`src/rtl/stack_if.sv`:
```
// Operation request, data-memory and architectural-update signals of the stack sequencer.
// The master modport is the decode/control side; the slave modport is stack_unit.
interface stack_if;
  logic       op_valid;
  logic       op_ready;
  logic [2:0] op;
  logic [7:0] sp_in;
  logic [7:0] push_data;
  logic [7:0] pc_plus1;
  logic [7:0] target;
  logic [3:0] flags_in;
  logic [1:0] rd;
  logic [7:0] mem_addr;
  logic [7:0] mem_wdata;
  logic       mem_we;
  logic       mem_re;
  logic [7:0] mem_rdata;
  logic [7:0] sp_value;
  logic       sp_write_enable;
  logic       rd_we;
  logic [1:0] rd_wa;
  logic [7:0] rd_data;
  logic       pc_load;
  logic [7:0] pc_value;
  logic       flags_load;
  logic [3:0] flags_value;
  logic       done;
  logic       err;

  modport master (
    output op_valid, op, sp_in, push_data, pc_plus1, target, flags_in, rd, mem_rdata,
    input  op_ready, mem_addr, mem_wdata, mem_we, mem_re, sp_value, sp_write_enable,
           rd_we, rd_wa, rd_data, pc_load, pc_value, flags_load, flags_value, done, err
  );

  modport slave (
    input  op_valid, op, sp_in, push_data, pc_plus1, target, flags_in, rd, mem_rdata,
    output op_ready, mem_addr, mem_wdata, mem_we, mem_re, sp_value, sp_write_enable,
           rd_we, rd_wa, rd_data, pc_load, pc_value, flags_load, flags_value, done, err
  );
endinterface

```
`src/rtl/stack_unit.sv`:
```
// Multi-cycle stack sequencer: PUSH/POP/CALL/RET/INT/RTI against data memory, sole SP writer.
// SP grows downward; each state name describes the cycle in which its outputs are visible.
module stack_unit #(
  parameter logic [7:0] SP_TOP      = 8'hFF,
  parameter logic [7:0] STACK_LIMIT = 8'h80,
  parameter logic [7:0] IVEC_ADDR   = 8'h01
) (
  input logic    i_clk,
  input logic    i_rst,
  stack_if.slave s_if
);
  // state  | meaning
  // IDLE   | waiting for a request, op_ready=1
  // WR1    | first memory write on the bus (PUSH/CALL data, INT return PC)
  // WR2    | INT second write (saved flags)
  // RD1    | first memory read on the bus (SP+1, or the interrupt vector for INT)
  // RD2    | RTI second read (PC), flags captured at its end
  // RDV    | POP: SP committed, popped byte captured at its end
  // COMMIT | SP/PC/flags update with done
  // WB     | POP register write-back with done
  // FAULT  | done with err, nothing updated
  typedef enum logic [3:0] {
    S_IDLE, S_WR1, S_WR2, S_RD1, S_RD2, S_RDV, S_COMMIT, S_WB, S_FAULT
  } state_t;

  localparam logic [2:0] OP_PUSH = 3'd0;
  localparam logic [2:0] OP_POP  = 3'd1;
  localparam logic [2:0] OP_CALL = 3'd2;
  localparam logic [2:0] OP_RET  = 3'd3;
  localparam logic [2:0] OP_INT  = 3'd4;
  localparam logic [2:0] OP_RTI  = 3'd5;

  state_t     r_state;
  logic [2:0] r_op;
  logic [7:0] r_sp;
  logic [7:0] r_target;
  logic [3:0] r_flags;
  logic [1:0] r_rd;

  logic [7:0] r_mem_addr, r_mem_wdata, r_sp_value, r_rd_data, r_pc_value;
  logic       r_mem_we, r_mem_re, r_sp_we, r_rd_we, r_pc_load, r_pc_from_mem;
  logic       r_flags_load, r_done, r_err;
  logic [1:0] r_rd_wa;
  logic [3:0] r_flags_value;
  logic       w_fault;

  always_comb begin
    w_fault = 1'b0;
    case (s_if.op)
      OP_PUSH, OP_CALL: w_fault = s_if.sp_in < STACK_LIMIT;
      OP_POP:           w_fault = (s_if.sp_in >= SP_TOP) || (s_if.rd == 2'd3);
      OP_RET:           w_fault = s_if.sp_in >= SP_TOP;
      OP_INT:           w_fault = s_if.sp_in <= STACK_LIMIT;
      OP_RTI:           w_fault = s_if.sp_in > (SP_TOP - 8'd2);
      default:          w_fault = 1'b1;
    endcase
  end

  always_ff @(posedge i_clk) begin
    if (!i_rst) begin
      r_state       <= S_IDLE;
      r_op          <= 3'd0;
      r_sp          <= 8'd0;
      r_target      <= 8'd0;
      r_flags       <= 4'd0;
      r_rd          <= 2'd0;
      r_mem_addr    <= 8'd0;
      r_mem_wdata   <= 8'd0;
      r_mem_we      <= 1'b0;
      r_mem_re      <= 1'b0;
      r_sp_value    <= 8'd0;
      r_sp_we       <= 1'b0;
      r_rd_we       <= 1'b0;
      r_rd_wa       <= 2'd0;
      r_rd_data     <= 8'd0;
      r_pc_load     <= 1'b0;
      r_pc_value    <= 8'd0;
      r_pc_from_mem <= 1'b0;
      r_flags_load  <= 1'b0;
      r_flags_value <= 4'd0;
      r_done        <= 1'b0;
      r_err         <= 1'b0;
    end else begin
      r_mem_we      <= 1'b0;
      r_mem_re      <= 1'b0;
      r_sp_we       <= 1'b0;
      r_rd_we       <= 1'b0;
      r_pc_load     <= 1'b0;
      r_pc_from_mem <= 1'b0;
      r_flags_load  <= 1'b0;
      r_done        <= 1'b0;
      r_err         <= 1'b0;
      case (r_state)
        S_IDLE: if (s_if.op_valid) begin
          r_op     <= s_if.op;
          r_sp     <= s_if.sp_in;
          r_target <= s_if.target;
          r_flags  <= s_if.flags_in;
          r_rd     <= s_if.rd;
          if (w_fault) begin
            r_done  <= 1'b1;
            r_err   <= 1'b1;
            r_state <= S_FAULT;
          end else if (s_if.op == OP_PUSH || s_if.op == OP_CALL || s_if.op == OP_INT) begin
            r_mem_we    <= 1'b1;
            r_mem_addr  <= s_if.sp_in;
            r_mem_wdata <= (s_if.op == OP_PUSH) ? s_if.push_data : s_if.pc_plus1;
            r_state     <= S_WR1;
          end else begin
            r_mem_re   <= 1'b1;
            r_mem_addr <= s_if.sp_in + 8'd1;
            r_state    <= S_RD1;
          end
        end
        S_WR1: if (r_op == OP_INT) begin
          r_mem_we    <= 1'b1;
          r_mem_addr  <= r_sp - 8'd1;
          r_mem_wdata <= {4'b0000, r_flags};
          r_state     <= S_WR2;
        end else begin
          r_sp_value <= r_sp - 8'd1;
          r_sp_we    <= 1'b1;
          r_pc_load  <= (r_op == OP_CALL);
          r_pc_value <= r_target;
          r_done     <= 1'b1;
          r_state    <= S_COMMIT;
        end
        S_WR2: begin
          r_mem_re   <= 1'b1;
          r_mem_addr <= IVEC_ADDR;
          r_state    <= S_RD1;
        end
        S_RD1: case (r_op)
          OP_POP: begin
            r_sp_value <= r_sp + 8'd1;
            r_sp_we    <= 1'b1;
            r_state    <= S_RDV;
          end
          OP_RTI: begin
            r_mem_re   <= 1'b1;
            r_mem_addr <= r_sp + 8'd2;
            r_state    <= S_RD2;
          end
          default: begin
            // RET or INT: the new PC is the read data arriving in the commit cycle
            r_sp_value    <= (r_op == OP_INT) ? r_sp - 8'd2 : r_sp + 8'd1;
            r_sp_we       <= 1'b1;
            r_pc_load     <= 1'b1;
            r_pc_from_mem <= 1'b1;
            r_done        <= 1'b1;
            r_state       <= S_COMMIT;
          end
        endcase
        S_RD2: begin
          r_sp_value    <= r_sp + 8'd2;
          r_sp_we       <= 1'b1;
          r_pc_load     <= 1'b1;
          r_pc_from_mem <= 1'b1;
          r_flags_load  <= 1'b1;
          r_flags_value <= s_if.mem_rdata[3:0];
          r_done        <= 1'b1;
          r_state       <= S_COMMIT;
        end
        S_RDV: begin
          r_rd_we   <= 1'b1;
          r_rd_wa   <= r_rd;
          r_rd_data <= s_if.mem_rdata;
          r_done    <= 1'b1;
          r_state   <= S_WB;
        end
        default: r_state <= S_IDLE;
      endcase
    end
  end

  assign s_if.op_ready        = (r_state == S_IDLE);
  assign s_if.mem_addr        = r_mem_addr;
  assign s_if.mem_wdata       = r_mem_wdata;
  assign s_if.mem_we          = r_mem_we;
  assign s_if.mem_re          = r_mem_re;
  assign s_if.sp_value        = r_sp_value;
  assign s_if.sp_write_enable = r_sp_we;
  assign s_if.rd_we           = r_rd_we;
  assign s_if.rd_wa           = r_rd_wa;
  assign s_if.rd_data         = r_rd_data;
  assign s_if.pc_load         = r_pc_load;
  assign s_if.pc_value        = r_pc_from_mem ? s_if.mem_rdata : r_pc_value;
  assign s_if.flags_load      = r_flags_load;
  assign s_if.flags_value     = r_flags_value;
  assign s_if.done            = r_done;
  assign s_if.err             = r_err;
endmodule

```
`src/flat_wrapper.sv`:
```
// flat-port wrapper written by rule: the top's interface ports become plain ports
module stack_unit_flat 
#(
  parameter logic [7:0] SP_TOP      = 8'hFF,
  parameter logic [7:0] STACK_LIMIT = 8'h80,
  parameter logic [7:0] IVEC_ADDR   = 8'h01
)
  (i_clk, i_rst, s_if_op_valid, s_if_op, s_if_sp_in, s_if_push_data, s_if_pc_plus1, s_if_target, s_if_flags_in, s_if_rd, s_if_mem_rdata, s_if_op_ready, s_if_mem_addr, s_if_mem_wdata, s_if_mem_we, s_if_mem_re, s_if_sp_value, s_if_sp_write_enable, s_if_rd_we, s_if_rd_wa, s_if_rd_data, s_if_pc_load, s_if_pc_value, s_if_flags_load, s_if_flags_value, s_if_done, s_if_err);
  stack_if s_if_i ();
  input logic i_clk;
  input logic i_rst;
  input wire logic [$bits(s_if_i.op_valid)-1:0] s_if_op_valid;
  input wire logic [$bits(s_if_i.op)-1:0] s_if_op;
  input wire logic [$bits(s_if_i.sp_in)-1:0] s_if_sp_in;
  input wire logic [$bits(s_if_i.push_data)-1:0] s_if_push_data;
  input wire logic [$bits(s_if_i.pc_plus1)-1:0] s_if_pc_plus1;
  input wire logic [$bits(s_if_i.target)-1:0] s_if_target;
  input wire logic [$bits(s_if_i.flags_in)-1:0] s_if_flags_in;
  input wire logic [$bits(s_if_i.rd)-1:0] s_if_rd;
  input wire logic [$bits(s_if_i.mem_rdata)-1:0] s_if_mem_rdata;
  output wire logic [$bits(s_if_i.op_ready)-1:0] s_if_op_ready;
  output wire logic [$bits(s_if_i.mem_addr)-1:0] s_if_mem_addr;
  output wire logic [$bits(s_if_i.mem_wdata)-1:0] s_if_mem_wdata;
  output wire logic [$bits(s_if_i.mem_we)-1:0] s_if_mem_we;
  output wire logic [$bits(s_if_i.mem_re)-1:0] s_if_mem_re;
  output wire logic [$bits(s_if_i.sp_value)-1:0] s_if_sp_value;
  output wire logic [$bits(s_if_i.sp_write_enable)-1:0] s_if_sp_write_enable;
  output wire logic [$bits(s_if_i.rd_we)-1:0] s_if_rd_we;
  output wire logic [$bits(s_if_i.rd_wa)-1:0] s_if_rd_wa;
  output wire logic [$bits(s_if_i.rd_data)-1:0] s_if_rd_data;
  output wire logic [$bits(s_if_i.pc_load)-1:0] s_if_pc_load;
  output wire logic [$bits(s_if_i.pc_value)-1:0] s_if_pc_value;
  output wire logic [$bits(s_if_i.flags_load)-1:0] s_if_flags_load;
  output wire logic [$bits(s_if_i.flags_value)-1:0] s_if_flags_value;
  output wire logic [$bits(s_if_i.done)-1:0] s_if_done;
  output wire logic [$bits(s_if_i.err)-1:0] s_if_err;
  assign s_if_i.op_valid = s_if_op_valid;
  assign s_if_i.op = s_if_op;
  assign s_if_i.sp_in = s_if_sp_in;
  assign s_if_i.push_data = s_if_push_data;
  assign s_if_i.pc_plus1 = s_if_pc_plus1;
  assign s_if_i.target = s_if_target;
  assign s_if_i.flags_in = s_if_flags_in;
  assign s_if_i.rd = s_if_rd;
  assign s_if_i.mem_rdata = s_if_mem_rdata;
  assign s_if_op_ready = s_if_i.op_ready;
  assign s_if_mem_addr = s_if_i.mem_addr;
  assign s_if_mem_wdata = s_if_i.mem_wdata;
  assign s_if_mem_we = s_if_i.mem_we;
  assign s_if_mem_re = s_if_i.mem_re;
  assign s_if_sp_value = s_if_i.sp_value;
  assign s_if_sp_write_enable = s_if_i.sp_write_enable;
  assign s_if_rd_we = s_if_i.rd_we;
  assign s_if_rd_wa = s_if_i.rd_wa;
  assign s_if_rd_data = s_if_i.rd_data;
  assign s_if_pc_load = s_if_i.pc_load;
  assign s_if_pc_value = s_if_i.pc_value;
  assign s_if_flags_load = s_if_i.flags_load;
  assign s_if_flags_value = s_if_i.flags_value;
  assign s_if_done = s_if_i.done;
  assign s_if_err = s_if_i.err;
  stack_unit #(.SP_TOP(SP_TOP), .STACK_LIMIT(STACK_LIMIT), .IVEC_ADDR(IVEC_ADDR)) u_core (.i_clk(i_clk), .i_rst(i_rst), .s_if(s_if_i));
endmodule
```
`config.mk`:
```
export PLATFORM = sky130hd
export DESIGN_NAME = stack_unit_flat
export DESIGN_NICKNAME = d
export VERILOG_FILES = /design/src/rtl/stack_if.sv /design/src/rtl/stack_unit.sv /design/src/flat_wrapper.sv
export SDC_FILE = /design/constraint.sdc
export NUM_CORES = 1
export LEC_CHECK = 0
export ABC_AREA = 1
export ABC_CLOCK_PERIOD_IN_PS = 2200
export CAP_MARGIN = 10
export CELL_PAD_IN_SITES_DETAIL_PLACEMENT = 1
export CELL_PAD_IN_SITES_GLOBAL_PLACEMENT = 1
export CORE_MARGIN = 8
export CORE_UTILIZATION = 25
export DETAILED_ROUTE_END_ITERATION = 12
export PLACE_DENSITY = 0.64
export SKIP_CTS_REPAIR_TIMING = 1
export SLEW_MARGIN = 10
export SYNTH_ARGS = -nofsm -noshare
export SYNTH_HDL_FRONTEND = slang
export SYNTH_SLANG_ARGS = --single-unit
```
`constraint.sdc`:
```
create_clock -name i_clk -period 2.2 [get_ports i_clk]
set_clock_uncertainty 0.2 [all_clocks]
set_input_delay 0.44 -clock i_clk [delete_from_list [all_inputs] [get_ports i_clk]]
set_output_delay 0.44 -clock i_clk [all_outputs]
set_load 0.01 [all_outputs]
```
After elaboration in Yosys (flattened, before gate mapping)

Index checks and enable logic that the tools add are counted.

Mux-type cells: 46
Equality and inequality tests: 22
$add $sub $neg: 5
Bitwise logic cells: 1
Reduce and logical (&&, ||, !) cells: 17
Magnitude comparators: 4

Operators with widths:

| kind                                                                     | number |
|---|---|
| 8-bit 2-to-1 mux                                                         | 13 |
| 8-bit one-hot mux with 2 select lines                                    | 2 |
| 8-bit one-hot mux with 4 select lines                                    | 1 |
| 4-bit one-hot mux with 6 select lines                                    | 1 |
| 8-bit one-hot mux with 3 select lines                                    | 1 |
| 8-bit by 1-bit adder with 8-bit output (second input constant)           | 2 |
| 1-bit 2-to-1 mux                                                         | 16 |
| 3-bit == test (second input constant)                                    | 4 |
| 5-bit AND reduction                                                      | 2 |
| 3-bit by 2-bit == test with 1-bit output (second input constant)         | 3 |
| 1-bit one-hot mux with 3 select lines                                    | 3 |
| 8-bit by 2-bit adder with 8-bit output (second input constant)           | 1 |
| 4-bit by 2-bit == test with 1-bit output (second input constant)         | 2 |
| 4-bit by 3-bit == test with 1-bit output (second input constant)         | 2 |
| 8-bit greater-or-equal comparator (second input constant)                | 1 |
| 8-bit greater-than comparator (second input constant)                    | 1 |
| 8-bit less-or-equal comparator (second input constant)                   | 1 |
| 8-bit < comparator (second input constant)                               | 1 |
| 4-bit 2-to-1 mux                                                         | 2 |
| 2-bit inequality test (second input constant)                            | 4 |
| 8-bit by 1-bit subtractor with 8-bit output (second input constant)      | 1 |
| 8-bit by 2-bit subtractor with 8-bit output (second input constant)      | 1 |
| 3-bit by 1-bit == test with 1-bit output (second input constant)         | 2 |
| 2-bit by 1-bit inequality test with 1-bit output (second input constant) | 3 |
| 18 further kinds                                                         | 25 |

Output and inout port bits: 55
Flip-flop bits (word level): 84
Word-level logic and storage cells: 117
Input port bits: 52

Longest topological paths before layout

Depth in word-level cells: 7
Depth in mapped cells: 13
Depth with buffers taken out: 13

Least setup slack after synthesis

No wires, ideal clock.

Path type: register to register
From: reg u_core.r_sp[1]
To: reg u_core.r_mem_addr[5] (netlist: u_core.s_if.mem_addr[5])
Slack: 267 ps
Path buffers: 1
Required time: 1885 ps
Setup time: 115 ps
Stages on the path, launching flop included: 12
Data arrival time: 1618 ps
Period minus slack after synthesis: 1933 ps
Cell sequence: dfxtp_1 clkbuf_1 inv_1 ha_1 a21oi_1 nand3_1 nand3_1 nand2_1 a21oi_1 nand3_1 nand2_1 nor2_1

Longest elaborated chain between the ends: 3
Elaborated cells on any way between the ends: 5
Classes of those cells: add/sub (2); mux (3)

RTL lines:

| item                                                                                                         | RTL line                             | text |
|---|---|---|
| from (decl)                                                                                                  | stack_unit.sv:35                     | `logic [7:0] r_sp;` |
| from (signal assigned)                                                                                       | stack_unit.sv:96                     | `r_sp <= s_if.sp_in;` |
| 8-bit by 2-bit adder with 8-bit output / 8-bit by 1-bit subtractor with 8-bit output (equally long branches) | stack_unit.sv:141, stack_unit.sv:117 |  |
| 8-bit 2-to-1 mux, on equally long branches                                                                   | stack_unit.sv:133, stack_unit.sv:115 |  |
| 8-bit one-hot mux with 4 select lines (*)                                                                    | stack_unit.sv:93                     | `case (r_state)` |
| to (signal assigned)                                                                                         | stack_unit.sv:106                    | `r_mem_addr <= s_if.sp_in;` |
| to (signal assigned)                                                                                         | stack_unit.sv:111                    | `r_mem_addr <= s_if.sp_in + 8'd1;` |
| to (signal assigned)                                                                                         | stack_unit.sv:141                    | `r_mem_addr <= r_sp + 8'd2;` |
| to (decl)                                                                                                    | stack_unit.sv:40                     | `logic [7:0] r_mem_addr, r_mem_wdata, r_sp_value, r_rd_data, r_pc_value;` |

Mark *: on every way between the ends. The rest lies on a longest branch, timed or not. The select of a mux whose other input is x is not followed.
A chain may end at the register's enable or synchronous reset.

Worst setup path in the final report

From: in s_if_sp_in[4]
To: reg u_core.r_mem_addr[0] (netlist: u_core.s_if.mem_addr[0])

Longest elaborated chain between the ends: 5
Elaborated cells on any way between the ends: 8
Classes of those cells: order compare (4); eq/ne (1); mux (1); reduce/logical (2)

RTL lines:

| item                                      | RTL line                           | text |
|---|---|---|
| from (decl)                               | flat_wrapper.sv:14                 | `input wire logic [$bits(s_if_i.sp_in)-1:0] s_if_sp_in;` |
| 8-bit greater-or-equal comparator         | stack_unit.sv:51, stack_unit.sv:52 |  |
| 1-bit logical OR                          | stack_unit.sv:51                   | `OP_POP: w_fault = (s_if.sp_in >= SP_TOP) \|\| (s_if.rd == 2'd3);` |
| 1-bit one-hot mux with 5 select lines (*) | stack_unit.sv:49                   | `case (s_if.op)` |
| 2-bit inequality test (no line) (*)       | --                                 |  |
| 5-bit AND reduction (no line) (*)         | --                                 |  |
| to (signal assigned)                      | stack_unit.sv:106                  |  |
| to (signal assigned)                      | stack_unit.sv:111                  |  |
| to (signal assigned)                      | stack_unit.sv:117                  | `r_mem_addr <= r_sp - 8'd1;` |

Mark *: on every way between the ends. The rest lies on a longest branch, timed or not.

==> metrics <==
status=complete, no violations; Leak=~2.9 nW; CTS Buf Count=9; period utilization=0.921; Final Hold Fails=0; global-route wire length before repair=~27000 µm; post-synthesis mux area share=0; share of power burned in registers=0.291; startpoint types=input pin; xor-xnor portion of the synthesized cell area=0.0198; WL/cell=16.0 µm; max-slew violations=0; final worst path period need=2030 ps; Worst-Skew Late Latency=roughly 350 ps; Psw=around 3.5 mW; CP max FO=14; CP startpoint=s_if_sp_in[4]; post-placement cell area=roughly 0.0061 mm²; via count of the first global-routing pass=approximately 5400; peak supply drop=approximately 0.00045 V; Remaining DRCs=0; Setup TNS=0 ps; f_max=around 0.49 GHz; Pre-Repair DR Iteration Count=4; Critical Path Sink=u_core.s_if.mem_addr[0]; Initial DRC Count=183; asr flop ratio synth=0; maxcap violations=0; Die Y=roughly 150 µm; GP Congestion=0.831; Switching Share=0.432; HPWL after detailed placement=approximately 13000 µm; Die W=149 µm; placed cell count=1025; crit path DAT=roughly 2100 ps; Pwr Total=8.13 mW; Post-synth top cells=nor2_1, nand2_1, dfxtp_1; largest net degree at the start of global routing=40; R2R setup slack=260 ps; htree depth=3; clk buf depth=2; drt total wl=~17000 µm; Crit Path Class=input pin to flip-flop; simple-gate share of the synthesized area=0.323; n_diodes=0; CP endpoint kind=flip-flop; Synth Net Count=between 700 and 800; Clk pwr share=0.177; Synth warnings=0; combinational power share=0.532; IO Count=approximately 110; post-synth top area share=0.379; Synth Area in Compound Gates=0.175; grt ovf=0; Initial Utilization=0.256; worst r2r path cells=9; CP required=approximately 2200 ps; die area=between 0.02 and 0.025 mm²; Synth Register Bits=84; Synth Instances=between 600 and 700; Design Area, Final=approximately 0.0065 mm²; predominant post-synthesis flop cell=dfxtp_1; sequential-to-total area share from yosys stat=0.379; max_slew headroom=0.732; most frequent cell after synthesis=nor2_1; worst r2r src=u_core.r_state[2]; Total GRT Usage=0.153; IO Port Bufs=approximately 110; clk sink count=84; FF-to-FF End=u_core.s_if.done; # rows=48; Synth cell types=36; largest area contributor in the netlist=dfxtp_1; initial antenna violation count=0; Finished Layout Cells=approximately 1000; fin nets=roughly 870; clock tree root buffer cell=clkbuf_16; synth-to-layout area growth=45.5%; Int Power=4.62 mW; PD cells=about 1300 mW/mm²; Core Box Area=between 0.015 and 0.02 mm²; CTS tree=done; top cells by area, synth=dfxtp_1, nor2_1, o21ai_0; number of nets with antenna violations after routing=0; Hold Path Class=flip-flop to flip-flop; Post-synth EDFFs=0; post-synthesis adder-cell area fraction=0.0226; Worst-Margin Slew=398 ps; via count=a little under 5000; share of layout cells above drive strength 1=0.140; RSZ-0062 raised after global routing=no; final setup violation count=0; Syn Area/Cell=between 6 and 7 µm²; routed vias/inst=between 4 and 5; Post-Syn Area=0.00443 mm²; clk slew on worst S/H paths=approximately 70 ps; largest family of logic cells by synthesized area=simple AND/OR/NAND/NOR gates
## final cells by class
type / count / area (µm²)
Clock buffer: 9 / 225
Clock inverter: 6 / 47.5
Fill cell: 2163 / 10800
Inverter: 62 / 233
Multi-Input combinational cell: 487 / 2430
Sequential cell: 84 / 1680
Tap cell: 225 / 282
Timing Repair Buffer: 169 / 1560
## worst min-delay path by stage
stage                          from                    to  slack (ps)  cells past startpoint
6_report             u_core.r_rd[0]  u_core.s_if.rd_wa[0]         260                      2
5_1_grt        u_core.r_pc_value[0]  u_core.r_pc_value[0]         280                      2
4_1_cts        u_core.r_pc_value[7]  u_core.r_pc_value[7]         260                      2
3_5_place_dp   u_core.r_pc_value[7]  u_core.r_pc_value[7]         250                      2
3_3_place_gp   u_core.r_pc_value[0]  u_core.r_pc_value[0]         240                      2
2_1_floorplan  u_core.r_pc_value[0]  u_core.r_pc_value[0]         220                      2
## critical path, stage by stage
cell,delay (ps)
clkdlybuf4s50_1,440
buf_4,170
nor2_1,110
nand3_1,140
nand2_1,80
nand2_1,90
nand3_4,130
nand2_8,100
buf_4,160
a21oi_1,130
nor2_1,60
## power by group through the flow
stage	clock network [mW]	logic, mW	registers, mW
after floorplan	0	2.39	2.42
after global placement	0	4.21	2.38
after detailed placement	0	4.30	2.40
after CTS	1.49	4.34	2.37
after global routing	1.55	4.85	2.43
final	1.44	4.32	2.36
## cell families after synthesis
logic type | count (synthesis)
simple gates | 320
compound gates | 149
buf+inv | 89
flops | 84
xor+xnor | 10
fa+ha+maj | 8
## metrics by stage
stage / util / worst slack (ps) / hold slack (ps)
global placement: 0.353 / -286 / 239
detailed placement: 0.353 / -436 / 253
finish: 0.373 / 174 / 256
floorplan: - / 267 / 224
CTS: 0.369 / -280 / 264
global route: 0.373 / 7.83 / 275
## routing by layer
metal,part of all wire,up-vias,track usage
li1,-,2469,-
met1,0.43,2362,0.175
met2,0.50,93,0.269
met4,0.016,0,0.0490
met3,0.055,21,0.0422
met5,0,-,0
## flip-flops by register name, indices dropped and copies added, names as in the netlist, 8 cells and up
| signal | cells |
|---|---|
| u_core.r_pc_value | 8 |
| u_core.r_sp | 8 |
| u_core.r_target | 8 |
| u_core.s_if.mem_addr | 8 |
| u_core.s_if.mem_wdata | 8 |
| u_core.s_if.rd_data | 8 |
| u_core.s_if.sp_value | 8 |
## cell usage in the layout, fill, tap and decap left out, types with 4 or more instances in the layout
cell	instances
nor2_1	125
nand2_1	106
clkdlybuf4s50_1	94
o21ai_0	83
dfxtp_1	83
buf_4	63
inv_1	53
a21oi_1	48
nand3_1	47
nand4_1	12
dlymetal6s2s_1	11
clkbuf_16	9
inv_2	8
ha_1	8
nor3_1	7
a31oi_1	6
or2_2	6
xor2_1	6
nor2_4	4
nand2_2	4
xnor2_1	4
Note: power is estimated with default switching activity, not from simulation.
==> RTL edit: new RTL, same settings <==
The 9 states of `state_t` get a one-hot encoding in 9 bits.
--- a/src/rtl/stack_unit.sv
+++ b/src/rtl/stack_unit.sv
@@ -21,4 +21,4 @@
   // FAULT  | done with err, nothing updated
-  typedef enum logic [3:0] {
-    S_IDLE, S_WR1, S_WR2, S_RD1, S_RD2, S_RDV, S_COMMIT, S_WB, S_FAULT
+  typedef enum logic [8:0] {
+    S_IDLE = 9'b000000001, S_WR1 = 9'b000000010, S_WR2 = 9'b000000100, S_RD1 = 9'b000001000, S_RD2 = 9'b000010000, S_RDV = 9'b000100000, S_COMMIT = 9'b001000000, S_WB = 9'b010000000, S_FAULT = 9'b100000000
   } state_t;
Check against the original RTL: no difference found for any inputs over 4 cycles, from zero or initial values and one cycle with i_rst low; so few cycles prove little.
==> RTL edit against the original RTL <==
Core utilization is 0.63 points lower; setup slack got worse by 59 ps; routed wire length rose by 2.4%; count of clock-buffer cells in the layout stayed put; cell area is 7.0% higher; first-iteration DRC count decreased by 3.3%; area after synthesis grew 8.5%; die area rose by 7.6%; sequential share of layout area down 0.26 points; sequential cell count grew 5; largest cell class unchanged.
Power is not compared: it rests on default switching activity, and its combinational part moved more than twofold at a synthesized area within 25%.
==> RTL edit: results (changes against the original RTL) <==
stage	metric	value	unit	change
logic_synthesis	most_frequent_cells_after_synthesis	sky130_fd_sc_hd__nor2_1, sky130_fd_sc_hd__nand2_1, sky130_fd_sc_hd__dfxtp_1, sky130_fd_sc_hd__o21ai_0, sky130_fd_sc_hd__inv_1		
worst_setup_path	critical_path.max_fanout	4		-10
timing	timing.max_slew.rel_slack	0.707		-0.0248
route	post_drt_via_cell_ratio	4.40		-7.2%
timing	final.setup.worst_slack	115	ps	-59.2 ps
route	routedWlPerCell	14.9	um	-7.2%
place	dp_hpwl	13700	um	+4.6%
grt	groute.usage.overall	0.147		-0.00600
worst_setup_path	crit_slowest_cell	sky130_fd_sc_hd__dfxtp_1		
layout	fillers	2372		+9.7%
grt	met3_capacity_usage_during_global_routing	0.0309		-0.0112
timing	final.hold.worst_slack	223	ps	-32.8 ps
layout	final_layout_size_suffix_gt1_frac	0.152		+0.0123
logic_synthesis	yosysSeqAreaShare	0.370		-0.00907
grt	first_global_vias	5262		-1.8%
worst_setup_path	regToRegSetupSlack	110	ps	-150 ps
worst_setup_path	crit_path_max_incr_delay	360	ps	-80 ps
logic_synthesis	netlist_instances	729		+10%
grt	gr-usage-met1	0.196		+0.0215
hold_path	timing.hold.worst_path_depth	3		+1
grt	grt_start_max_net_pins	27		-33%
route	vias	5058		+2.3%
layout	sequential_cell_area	1780	um2	+5.9%
place	placement.cell_area	6550	um2	+7.3%
place	dp_slack	-320	ps	+116 ps
logic_synthesis	synth_area_leaders	sky130_fd_sc_hd__dfxtp_1, sky130_fd_sc_hd__nor2_1, sky130_fd_sc_hd__nand2_1		
place	numPlacedInstances	1132		+10%
route	drtIter0Drc	177		-3.3%
hold_path	timing.hold.worst.class	primary input to flop		
logic_synthesis	number_of_nets_in_the_synthesized_netlist	789		+9.6%
worst_setup_path	worst_r2r_path_depth	11		+2
grt	grt_util_met2	0.230		-0.0397
status	outcome	complete, no violations		
grt	grt_first_pass_wirelength	28000	um	+2.8%
hold_path	min_delay_src	i_rst		
place	gpl.final_weighted_congestion	0.829		-0.28%
layout	insertedDiodeCount	0		unchanged
RTL edit: cell types whose count changed after synthesis, moves of 6 or more:
cell                      before  now
sky130_fd_sc_hd__or2_2         6    0
sky130_fd_sc_hd__o21ai_0      83   89
sky130_fd_sc_hd__inv_1        54   78
sky130_fd_sc_hd__nand2_2       3    9
sky130_fd_sc_hd__nand2_1     107  135
sky130_fd_sc_hd__xor2_1        6   12
sky130_fd_sc_hd__a21oi_1      50   40
sky130_fd_sc_hd__nor2_1      126  139
RTL edit: cell families (layout without fill, tap and decap cells):
logic type	count (synthesis)	in the layout	synth area share
mux	1	1	0.00234
xor+xnor	14	14	0.0255
flops	89	89	0.370
buf+inv	116	276	0.0985
fa+ha+maj	8	8	0.0208
simple gates	361	361	0.331
compound gates	140	140	0.151
RTL edit: layout make-up:
| cell class | instances | area share |
|---|---|---|
| clock buffer | 9 | 0.0326 |
| clock inverter | 7 | 0.00978 |
| inverter | 89 | 0.0491 |
| multi-input combinational | 524 | 0.374 |
| sequential | 89 | 0.258 |
| tap | 260 | 0.0471 |
| timing repair buffer | 171 | 0.229 |
RTL edit: critical path: cells and delay by family (launching register included):
family                     cells  cell delay (ps)
xor gates and xnor gates       1              200
and+or+nand+nor                7              810
buffers and inverters          2              200
DFF                            1              360
adders and majority gates      1              220
RTL edit: worst paths after layout:
check                            end
max          u_core.s_if.mem_addr[5]
min                 u_core.s_if.done
max reg2reg  u_core.s_if.mem_addr[5]
min reg2reg        u_core.r_flags[0]
RTL edit: report_power, final:
part / internal [W] / switching (W) / leakage [nW]
combinational: 0.000598 / 0.000764 / 2.35
sequential: 0.00175 / 0.000110 / 0.726
clock: 0.000802 / 0.000776 / 0.142
RTL edit: per-layer routing:
metal  wire length, um  share of wire
met5                 0              0
met4               223          0.013
met3               788          0.046
met2              7630           0.45
met1              8420           0.49
